`config.mk`:
```
export PLATFORM = sky130hd
export DESIGN_NAME = mem_arbiter
export DESIGN_NICKNAME = d
export VERILOG_FILES = /design/src/rtl/mem_arbiter.sv
export SDC_FILE = /design/constraint.sdc
export NUM_CORES = 1
export LEC_CHECK = 0
export CORE_AREA = 2 2 129 131
export DETAILED_ROUTE_END_ITERATION = 10
export DIE_AREA = 0 0 131 133
export PLACE_DENSITY = 0.76
export SLEW_MARGIN = 10
export SYNTH_ARGS = -nofsm -noshare
export SYNTH_HDL_FRONTEND = slang
export SYNTH_SLANG_ARGS = --single-unit
```
`constraint.sdc`:
```
create_clock -name clk -period 4.1 [get_ports clk]
set_input_delay 0.82 -clock clk [delete_from_list [all_inputs] [get_ports clk]]
set_output_delay 0.82 -clock clk [all_outputs]
set_load 0.03 [all_outputs]
```
`src/rtl/mem_arbiter.sv`:
```
// mem_arbiter: shares one mem_controller between the fetch port and the load/store port,
// sequencing ISSUE/HOLD/WAIT/DONE with a bounded wait for ready.
module mem_arbiter #(
    parameter int ADDRESS_WIDTH  = 32,
    parameter int DATA_WIDTH     = 32,
    parameter int MAX_D_STREAK   = 4,
    parameter int TIMEOUT_CYCLES = 255
) (
    input  logic                     clk,
    input  logic                     rstN,
    input  logic                     if_req,
    input  logic [ADDRESS_WIDTH-1:0] if_addr,
    output logic [DATA_WIDTH-1:0]    if_rdata,
    output logic                     if_done,
    input  logic                     d_req,
    input  logic                     d_we,
    input  logic [2:0]               d_func3,
    input  logic [ADDRESS_WIDTH-1:0] d_addr,
    input  logic [DATA_WIDTH-1:0]    d_wdata,
    output logic [DATA_WIDTH-1:0]    d_rdata,
    output logic                     d_done,
    output logic                     err,
    output logic                     mem_read_En,
    output logic                     mem_write_En,
    output logic [2:0]               mem_func3,
    output logic [ADDRESS_WIDTH-1:0] mem_address,
    output logic [DATA_WIDTH-1:0]    mem_data_in,
    input  logic [DATA_WIDTH-1:0]    mem_data_out,
    input  logic                     mem_ready,
    output logic                     busy,
    output logic                     grant_d
);
    localparam int SW = $clog2(MAX_D_STREAK + 1);
    localparam int TW = $clog2(TIMEOUT_CYCLES + 1);
    typedef enum logic [2:0] {IDLE, ISSUE, HOLD, WAIT, DONE} state_t;
    state_t         state;
    logic [SW-1:0]  streak;
    logic [TW-1:0]  tcnt;
    logic           we_q;
    logic           pick_f;
    logic           timeout;
    // Fetch only wins when data is idle or data has used up its streak allowance.
    always_comb pick_f = if_req && (!d_req || streak == SW'(MAX_D_STREAK));
    always_comb timeout = tcnt == TW'(TIMEOUT_CYCLES - 1);
    always_ff @(posedge clk or negedge rstN) begin
        if (!rstN) begin
            state        <= IDLE;
            streak       <= '0;
            tcnt         <= '0;
            we_q         <= 1'b0;
            if_rdata     <= '0;
            if_done      <= 1'b0;
            d_rdata      <= '0;
            d_done       <= 1'b0;
            err          <= 1'b0;
            mem_read_En  <= 1'b0;
            mem_write_En <= 1'b0;
            mem_func3    <= '0;
            mem_address  <= '0;
            mem_data_in  <= '0;
            busy         <= 1'b0;
            grant_d      <= 1'b0;
        end else begin
            mem_read_En  <= 1'b0;
            mem_write_En <= 1'b0;
            if_done      <= 1'b0;
            d_done       <= 1'b0;
            err          <= 1'b0;
            if (!if_req)
                streak <= '0;
            else if (state == IDLE)
                streak <= pick_f ? '0 : (streak == SW'(MAX_D_STREAK) ? streak : streak + SW'(1));
            case (state)
                IDLE: begin
                    if (if_req || d_req) begin
                        state        <= ISSUE;
                        busy         <= 1'b1;
                        grant_d      <= !pick_f;
                        we_q         <= !pick_f && d_we;
                        mem_address  <= pick_f ? if_addr : d_addr;
                        mem_func3    <= pick_f ? 3'b010 : d_func3;
                        mem_data_in  <= pick_f ? '0 : d_wdata;
                        mem_read_En  <= pick_f || !d_we;
                        mem_write_En <= !pick_f && d_we;
                    end
                end
                ISSUE: state <= HOLD;
                HOLD:  state <= WAIT;
                WAIT: begin
                    if (mem_ready || timeout) begin
                        state   <= DONE;
                        tcnt    <= '0;
                        err     <= !mem_ready;
                        if_done <= !grant_d;
                        d_done  <= grant_d;
                        if (grant_d)
                            d_rdata <= (mem_ready && !we_q) ? mem_data_out : '0;
                        else
                            if_rdata <= mem_ready ? mem_data_out : '0;
                    end else begin
                        tcnt <= tcnt + TW'(1);
                    end
                end
                DONE: begin
                    state <= IDLE;
                    busy  <= 1'b0;
                    tcnt  <= '0;
                end
                default: state <= IDLE;
            endcase
        end
    end
endmodule
```
Word level (Yosys, flattened, before mapping)
Cells that the tools add are included.
- input bits: 137
- bits in latches: 0
- bits in registers: 153
- bits in read-only memories: 0
- RAM bits: 0
- memories kept: 0
- word-level logic and storage cells: 77
- bitwise gates (word level): 1
- reductions and logical operators: 22
- $mul: 0
- equal/unequal tests: 10
- add/subtract/negate cells: 2
- mux-type cells: 26
- shifts and indexed selects: 0
- $lt $le $gt $ge: 0
- div/mod/pow operators: 0
- operators by type and width (cell ; number):
    two-way mux 32 bit ; 4
    two-way mux 3 bit ; 7
    one-hot mux 8 bit (2 select lines) ; 1
    one-hot mux 3 bit (4 select lines) ; 1
    two-way mux 1 bit ; 11
    adder 8 x 1 -> 8 bit, second input constant ; 1
    == test 8 bit, second input constant ; 1
    two-way mux 8 bit ; 1
    AND reduction 2 bit ; 4
    == test 3 x 2 -> 1 bit, second input constant ; 2
    == test 3 bit, second input constant ; 2
    zero test 1 bit ; 6
    AND reduction 3 bit ; 2
    logical OR 1 bit ; 4
    != test 2 x 1 -> 1 bit, second input constant ; 2
    nonzero test 2 bit ; 2
    adder 3 x 1 -> 3 bit, second input constant ; 1
    == test 3 x 1 -> 1 bit, second input constant ; 1
    logical AND 1 bit ; 3
    zero test 3 bit ; 1
    != test 3 bit, second input constant ; 1
    != test 2 bit, second input constant ; 1
    one-hot mux 1 bit (2 select lines) ; 1
    inverter 1 bit ; 1

Logic depth before layout (Yosys ltp)
Gate-level depths: netlist of the first run.
- depth after elaboration: 7
- depth in mapped cells: 7

Least setup slack after synthesis of the first run
Ideal clock, no wire load.
- kind: input-to-reg
- start point: input port mem_ready
- end point: register tcnt[7]
- buffers on the path: 1
- path slack: 2.281 ns
- arrival time: 1.737 ns
- cell stages on the path: 5
- setup time: 0.082 ns
- data required time: 4.018 ns
- cell sequence: buf_2 > and4bb_2 > o21ai_2 > a31o_2 > a31oi_1
- longest elaborated chain between the ends: 3
- ends and longest elaborated chain (item ; RTL line ; source):
    from (decl) ; 29 ; input logic mem_ready,
    logical OR 1 bit ; 90 ; if (mem_ready || timeout) begin
    two-way mux 8 bit ; 90 ;
    one-hot mux 8 bit (2 select lines) ; 73 ; case (state)
    to (signal assigned) ; 101 ; tcnt <= tcnt + TW'(1);
    to (decl) ; 38 ; logic [TW-1:0] tcnt;
Every way passes these cells.
A chain may end at the register's enable or synchronous reset.

Final worst setup path of the first run
- start point: input port if_req
- end point: register mem_data_in[2]
- longest elaborated chain between the ends: 2
- elaborated cells on any way between the ends: 4
- classes of those cells: mux: 1; reduce/logical: 3
- ends and longest elaborated chain (item ; RTL line ; source):
    from (decl) ; 11 ; input logic if_req,
    logical AND 1 bit / logical OR 1 bit (equally long branches) ; 43, 75 ;
    two-way mux 32 bit / AND reduction 2 bit (equally long branches) ; n/a ;
    to (signal assigned) ; 82 ; mem_data_in <= pick_f ? '0 : d_wdata;
    to (decl) ; 27 ; output logic [DATA_WIDTH-1:0] mem_data_in,
Several ways; a longest one is shown, not always the timed one.

==> reports/metrics.yaml, run 1 <==
status: "finished, final reports clean"
die_h_um: 133
power_uw: 7950
grt_use_total_pct: 19.67
ant_nets: 0
synth-xor-area-share_pct: 0.4145
syn-instance-count: 479
async_flop_share_pct: 100.0
clock_skew_ps: 8.941
syn_avg_cell_area_um2: 13.23
rsz0062_at_grt: "no"
via_per_inst: 5.224
dp_hpwl_um: 12030
irDropWorstVdd_mv: 0.4772
dieArea_um2: 17420
final_net_count: 878
drt_iter0_drc: 213
drv_slew: 0
ios: 275
syn-num-nets: 620
worstSetupPathType: "input pin to flip-flop"
synth_seq_area_share_pct: 60.40
setup-tns-final_ps: 0
grt_pass1_vias: 5162
die_width_um: 131
numCtsBuffers: 17
worst_setup_path_end_kind: "flip-flop"
cts_tree: "yes"
slew_headroom_pct: 38.55
power_density_nw_per_um2: 822.4
rows: 47
hold_viol_final: 0
synth-simple-area-share_pct: 6.771
root_buffer: "clkbuf_16"
wl_per_cell_um: 17.43
leakage_uw: 0.004246
critPathMaxFanout: 36
synth_area_um2: 6339
synth_mux_area_share_pct: 5.053
cts_hold_buf: 0
startpoint_type: "input pin"
syn_to_final_growth_pct: 52.51
min_path_type: "input pin to async pin"
crit_arrival_ps: 2870
yosys-top-cells-area: "dfrtp_1, a32o_1, mux2i_1, a22o_1, buf_6"
worst_pin_slew_ps: 918.3
ys_warn_count: 0
grt_max_degree: 93
start_util_pct: 39.20
post_cts_buffers: 0
port_buffers: 274
cap_violations: 0
synthFlopType: "dfrtp_1"
crit_chain: "clkdlybuf4s50_1 > o21ai_4 > a21oi_4 > a22o_1"
fin_crit_ps: 2520
clk_pin_slew_ps: 60
grt_pass1_wl_um: 26590
place_congestion: 0.7434
drc: 0
cpMaxStageDelayCell: "a21oi_4"
synthAdderAreaFrac_pct: 0.7896
antenna_found_initial: 0
synth_top_area_share_pct: 60.40
crit_family: "compound AO/OA/AOI/OAI gates"
crit_buf_inv: 1
finalCritPeriodShare_pct: 61.47
clockBufferDepth: 2
vias: 5062
max_freq_mhz: 396.8
ys_types: 52
synth_compound_area_share_pct: 21.04
finalSetupViolations: 0
dr.pass1.iters: 4
clock_latency_ps: 410
required_ps: 4450
synth_top_family_by_area: "compound AO/OA/AOI/OAI gates"
ctsResizeCount: 0
synth_top_area_cell: "dfrtp_1"
layout-drive-gt1-share_pct: 7.343
fp.coreArea_um2: 16170
overflow: 0
synth_enable_flop_cells: 0
cp_slowest_stage_delay_ps: 760
num_antenna_cells: 0
cts_sinks: 153
synth.ff_latch_count: 153
wirelength_um: 16890
h-tree-depth: 4
## placed cells by master, fill, tap and decap left out, drive strengths merged, types with 4 or more instances in the layout
| master | n |
|---|---|
| ha | 4 |
| clkinv | 4 |
| a32o | 64 |
| nand2 | 45 |
| clkbuf | 22 |
| o21ai | 43 |
| nand3 | 4 |
| dfrtp | 153 |
| nor2 | 13 |
| mux2i | 32 |
| buf | 7 |
| a22o | 34 |
| clkdlybuf4s50 | 272 |
| inv | 9 |
| a21oi | 9 |
## cells by family (layout without fill, tap and decap cells)
family                     count (synthesis)  in the layout
DFF                                      153            153
xor gates and xnor gates                   3              3
adders and majority gates                  4              4
and+or+nand+nor                           78             78
buffers and inverters                     47            317
muxes                                     32             32
AOI/OAI and AO/OA                        162            162
## area by class of cell
| class | count | area [um^2] |
|---|---|---|
| Sequential cell | 153 | 3829 |
| Multi-Input combinational cell | 279 | 2167 |
| Timing Repair Buffer | 279 | 2789 |
| Fill cell | 1242 | 6505 |
| Clock inverter | 9 | 116.4 |
| Inverter | 7 | 26.28 |
| Clock buffer | 22 | 464.2 |
| Tap cell | 220 | 275.3 |
## routing by layer
layer | global-route usage, % | vias up | wire length [um]
met1 | 24.28 | 2470 | 6845
met2 | 32.64 | 245 | 8374
met5 | 0 | - | 0
li1 | - | 2324 | -
met3 | 5.661 | 23 | 1388
met4 | 7.210 | 0 | 283
## flip-flops by register name (all words and copies together), names as in the netlist
register      count
d_done            1
mem_data_in      32
state             3
grant_d           1
mem_func3         3
err               1
if_done           1
busy              1
mem_read_En       1
mem_write_En      1
tcnt              8
we_q              1
if_rdata         32
mem_address      32
streak            3
d_rdata          32
## per-stage QoR
stage | area [um^2] | std cells | setup slack (ps) | hold WS (ps) | utilization (%)
floorplan | 6339 | 479 | 2281 | 453.2 | -
global placement | 9086 | 938 | 1268 | 465.1 | 56.19
detailed placement | 9086 | 938 | 1197 | 471.5 | 56.19
CTS | 9667 | 969 | 1614 | 484.2 | 59.78
global route | 9667 | 969 | 1449 | 497.0 | 59.78
finish | 9667 | 969 | 1580 | 465.8 | 59.78
## power by group
part	total, uW	switching [uW]	leakage [uW]	internal (uW)
registers	2590	433	0.00195	2160
logic	3830	2150	0.00202	1680
clock network	1530	597	0.000281	931
## worst register-to-register path: stages (launching register included)
cell	delay, ps
dfrtp_1	490
nand3b_4	240
nor2_4	670
o21ai_4	460
a32o_1	360
## worst paths after layout
check	startpoint	end	slack, ps	cells after the start
max in group asynchronous	rstN	mem_data_in[0]	2620	2
min reg2reg	mem_address[18]	mem_address[18]	470	2
max	if_req	mem_data_in[2]	1580	4
min	rstN	d_rdata[29]	470	1
max reg2reg	state[2]	if_rdata[18]	1770	4
min in group clk	mem_address[18]	mem_address[18]	470	2
## Yosys cell counts (all sizes together) (2+ instances only)
cell	count
clkbuf	3
a21oi	9
o21ai	43
a31oi	3
nor3	3
nor2b	2
nand3b	2
xor2	2
inv	7
buf	37
ha	4
a21o	2
dfrtp	153
nor2	13
nand2	45
a32o	64
a22o	34
mux2i	32
nand4	2
nand3	4
(Power assumes the default switching activity.)
==> inputs of run 2 (changes only) <==
==> constraint.sdc (replaced) <==
create_clock -name clk -period 2.65 [get_ports clk]
set_input_delay 0.53 -clock clk [delete_from_list [all_inputs] [get_ports clk]]
set_output_delay 0.53 -clock clk [all_outputs]
set_load 0.03 [all_outputs]
==> run 2 against run 1 <==
Compared with the run above: via count up 0.22%; hold slack got worse by 390 ps; flip-flop and latch count unchanged.
==> reports/metrics.yaml, run 2 (synthesized netlist as in run 1, its figures left out) <==
status: "finished, final reports clean"  # unchanged
vias: 5073  # was 5062
finalSetupViolations: 0  # unchanged
clock_latency_ps: 420  # was 410 ps
drt_iter0_drc: 217  # was 213
fin_cells: 979  # was 969
post_cts_buffers: 0  # unchanged
cap_violations: 0  # unchanged
num_antenna_cells: 0  # unchanged
leakage_uw: 0.004331  # was 0.004246 uW
grt_pass1_vias: 5377  # was 5162
worst_setup_path_end_kind: "output pin"  # was flip-flop
grt_use_total_pct: 20.14  # was 19.67%
crit_arrival_ps: 1600  # was 2870 ps
place_area_um2: 9179  # was 9086 um^2
final_cell_mix: "clkdlybuf4s50_1, dfrtp_1, a32o_1"  # unchanged
power_frac_seq_pct: 31.7  # was 32.6%
grt_pass1_wl_um: 27280  # was 26590 um
p_int_uw: 7577  # was 4770 uW
critPathMaxFanout: 4  # was 36
max_freq_mhz: 469.1
final_net_count: 887  # was 878
root_buffer: "clkbuf_16"  # unchanged
dp_cells: 947  # was 938
wl_per_cell_um: 17.56  # was 17.43 um
finalCritPeriodShare_pct: 80.45
rows: 47  # unchanged
ios: 275  # unchanged
ff2ff_setup_slack_ps: 760  # was 1770 ps
h-tree-depth: 4  # unchanged
p_switching_uw: 5029  # was 3181 uW
crit_chain: "clkdlybuf4s50_1"  # was clkdlybuf4s50_1 > o21ai_4 > a21oi_4 > a22o_1
cts_tree: "yes"  # unchanged
layout_setup_ws_ps: 518.2  # was 1580 ps
crit_buf_inv: 1  # unchanged
whs_ps: 79.90  # was 465.8 ps
fin_crit_ps: 2132
grt_max_degree: 66  # was 93
ant_nets: 0  # unchanged
overflow: 0  # unchanged
post-place-ws_ps: 311.6  # was 1197 ps
setup-tns-final_ps: 0  # unchanged
syn_to_final_growth_pct: 55.03  # was 52.51%
crit_family: "buffers and inverters"  # was compound AO/OA/AOI/OAI gates
rsz0062_at_grt: "no"  # unchanged
dr.pass1.iters: 5  # was 4
hold_viol_final: 0  # unchanged
p_comb_share_pct: 47.3  # was 48.2%
final_common_cell: "clkdlybuf4s50_1"  # unchanged
cts_sinks: 153  # unchanged
antenna_found_initial: 0  # unchanged
port_buffers: 274  # unchanged
clock_skew_ps: 8.108  # was 8.941 ps
drc: 0  # unchanged
die_h_um: 133  # unchanged
pwr-share-clk_pct: 21.0  # was 19.2%
dieArea_um2: 17420  # unchanged
power_density_nw_per_um2: 1283  # was 822.4 nW/um^2
fp.coreArea_um2: 16170  # unchanged
die_width_um: 131  # unchanged
worst_pin_slew_ps: 655.1  # was 918.3 ps
clockBufferDepth: 2  # unchanged
via_per_inst: 5.182  # was 5.224
place_congestion: 0.7758  # was 0.7434
drv_slew: 0  # unchanged
worstSetupPathType: "flip-flop to output pin"  # was input pin to flip-flop
required_ps: 2120  # was 4450 ps
slew_headroom_pct: 56.33  # was 38.55%
cts_hold_buf: 0  # unchanged
layout-drive-gt1-share_pct: 8.959  # was 7.343%
irDropWorstVdd_mv: 0.7462  # was 0.4772 mV
wirelength_um: 17190  # was 16890 um
fin_area_um2: 9827  # was 9667 um^2
start_util_pct: 39.20  # unchanged
clk_pin_slew_ps: 70  # was 60 ps
numCtsBuffers: 17  # unchanged
cpMaxStageDelayCell: "clkdlybuf4s50_1"  # was a21oi_4
ctsResizeCount: 0  # unchanged
sw_frac_of_total_pct: 39.90  # was 40.01%
cp_slowest_stage_delay_ps: 740  # was 760 ps
startpoint_type: "flip-flop"  # was input pin
dp_hpwl_um: 12290  # was 12030 um
min_path_type: "input pin to async pin"  # unchanged
[run 2: final timing paths]
check / start / to / depth (start not counted)
max in group asynchronous: rstN / mem_address[4] / 2
worst max register to register: tcnt[0] / if_rdata[12] / 7
worst max-delay path: grant_d / grant_d / 1
min in group clk: mem_ready / state[2] / 3
worst min-delay path: rstN / d_rdata[29] / 1
worst min register to register: mem_address[17] / mem_address[17] / 2
[run 2: final cells by class]
| type | instances | area (um^2) |
|---|---|---|
| Fill cell | 1234 | 6345 |
| Sequential cell | 153 | 3829 |
| Timing Repair Buffer | 288 | 2882 |
| Multi-Input combinational cell | 279 | 2167 |
| Clock buffer | 17 | 425.4 |
| Tap cell | 220 | 275.3 |
| Clock inverter | 15 | 222.7 |
| Inverter | 7 | 26.28 |
[run 2: power by group through the flow]
stage,logic (uW),clock network (uW),registers [uW]
2_1_floorplan,1800,0,5730
3_3_place_gp,5900,0,3980
3_5_place_dp,6020,0,4010
4_1_cts,6030,2710,4000
5_1_grt,6330,2830,4120
6_report,5970,2640,4000
[run 2: routing by layer]
layer | GRT usage, % | up-vias | routed length [um]
li1 | - | 2344 | -
met1 | 24.08 | 2459 | 6914
met2 | 32.93 | 238 | 8335
met3 | 6.349 | 32 | 1471
met4 | 9.338 | 0 | 465
met5 | 0 | - | 0
[run 2: stage by stage]
step	util, %	power (uW)
3_3_place_gp	56.76	9875
4_1_cts	60.77	12740
2_1_floorplan	-	7531
5_1_grt	60.77	13290
6_report	60.77	12610
3_5_place_dp	56.76	10040
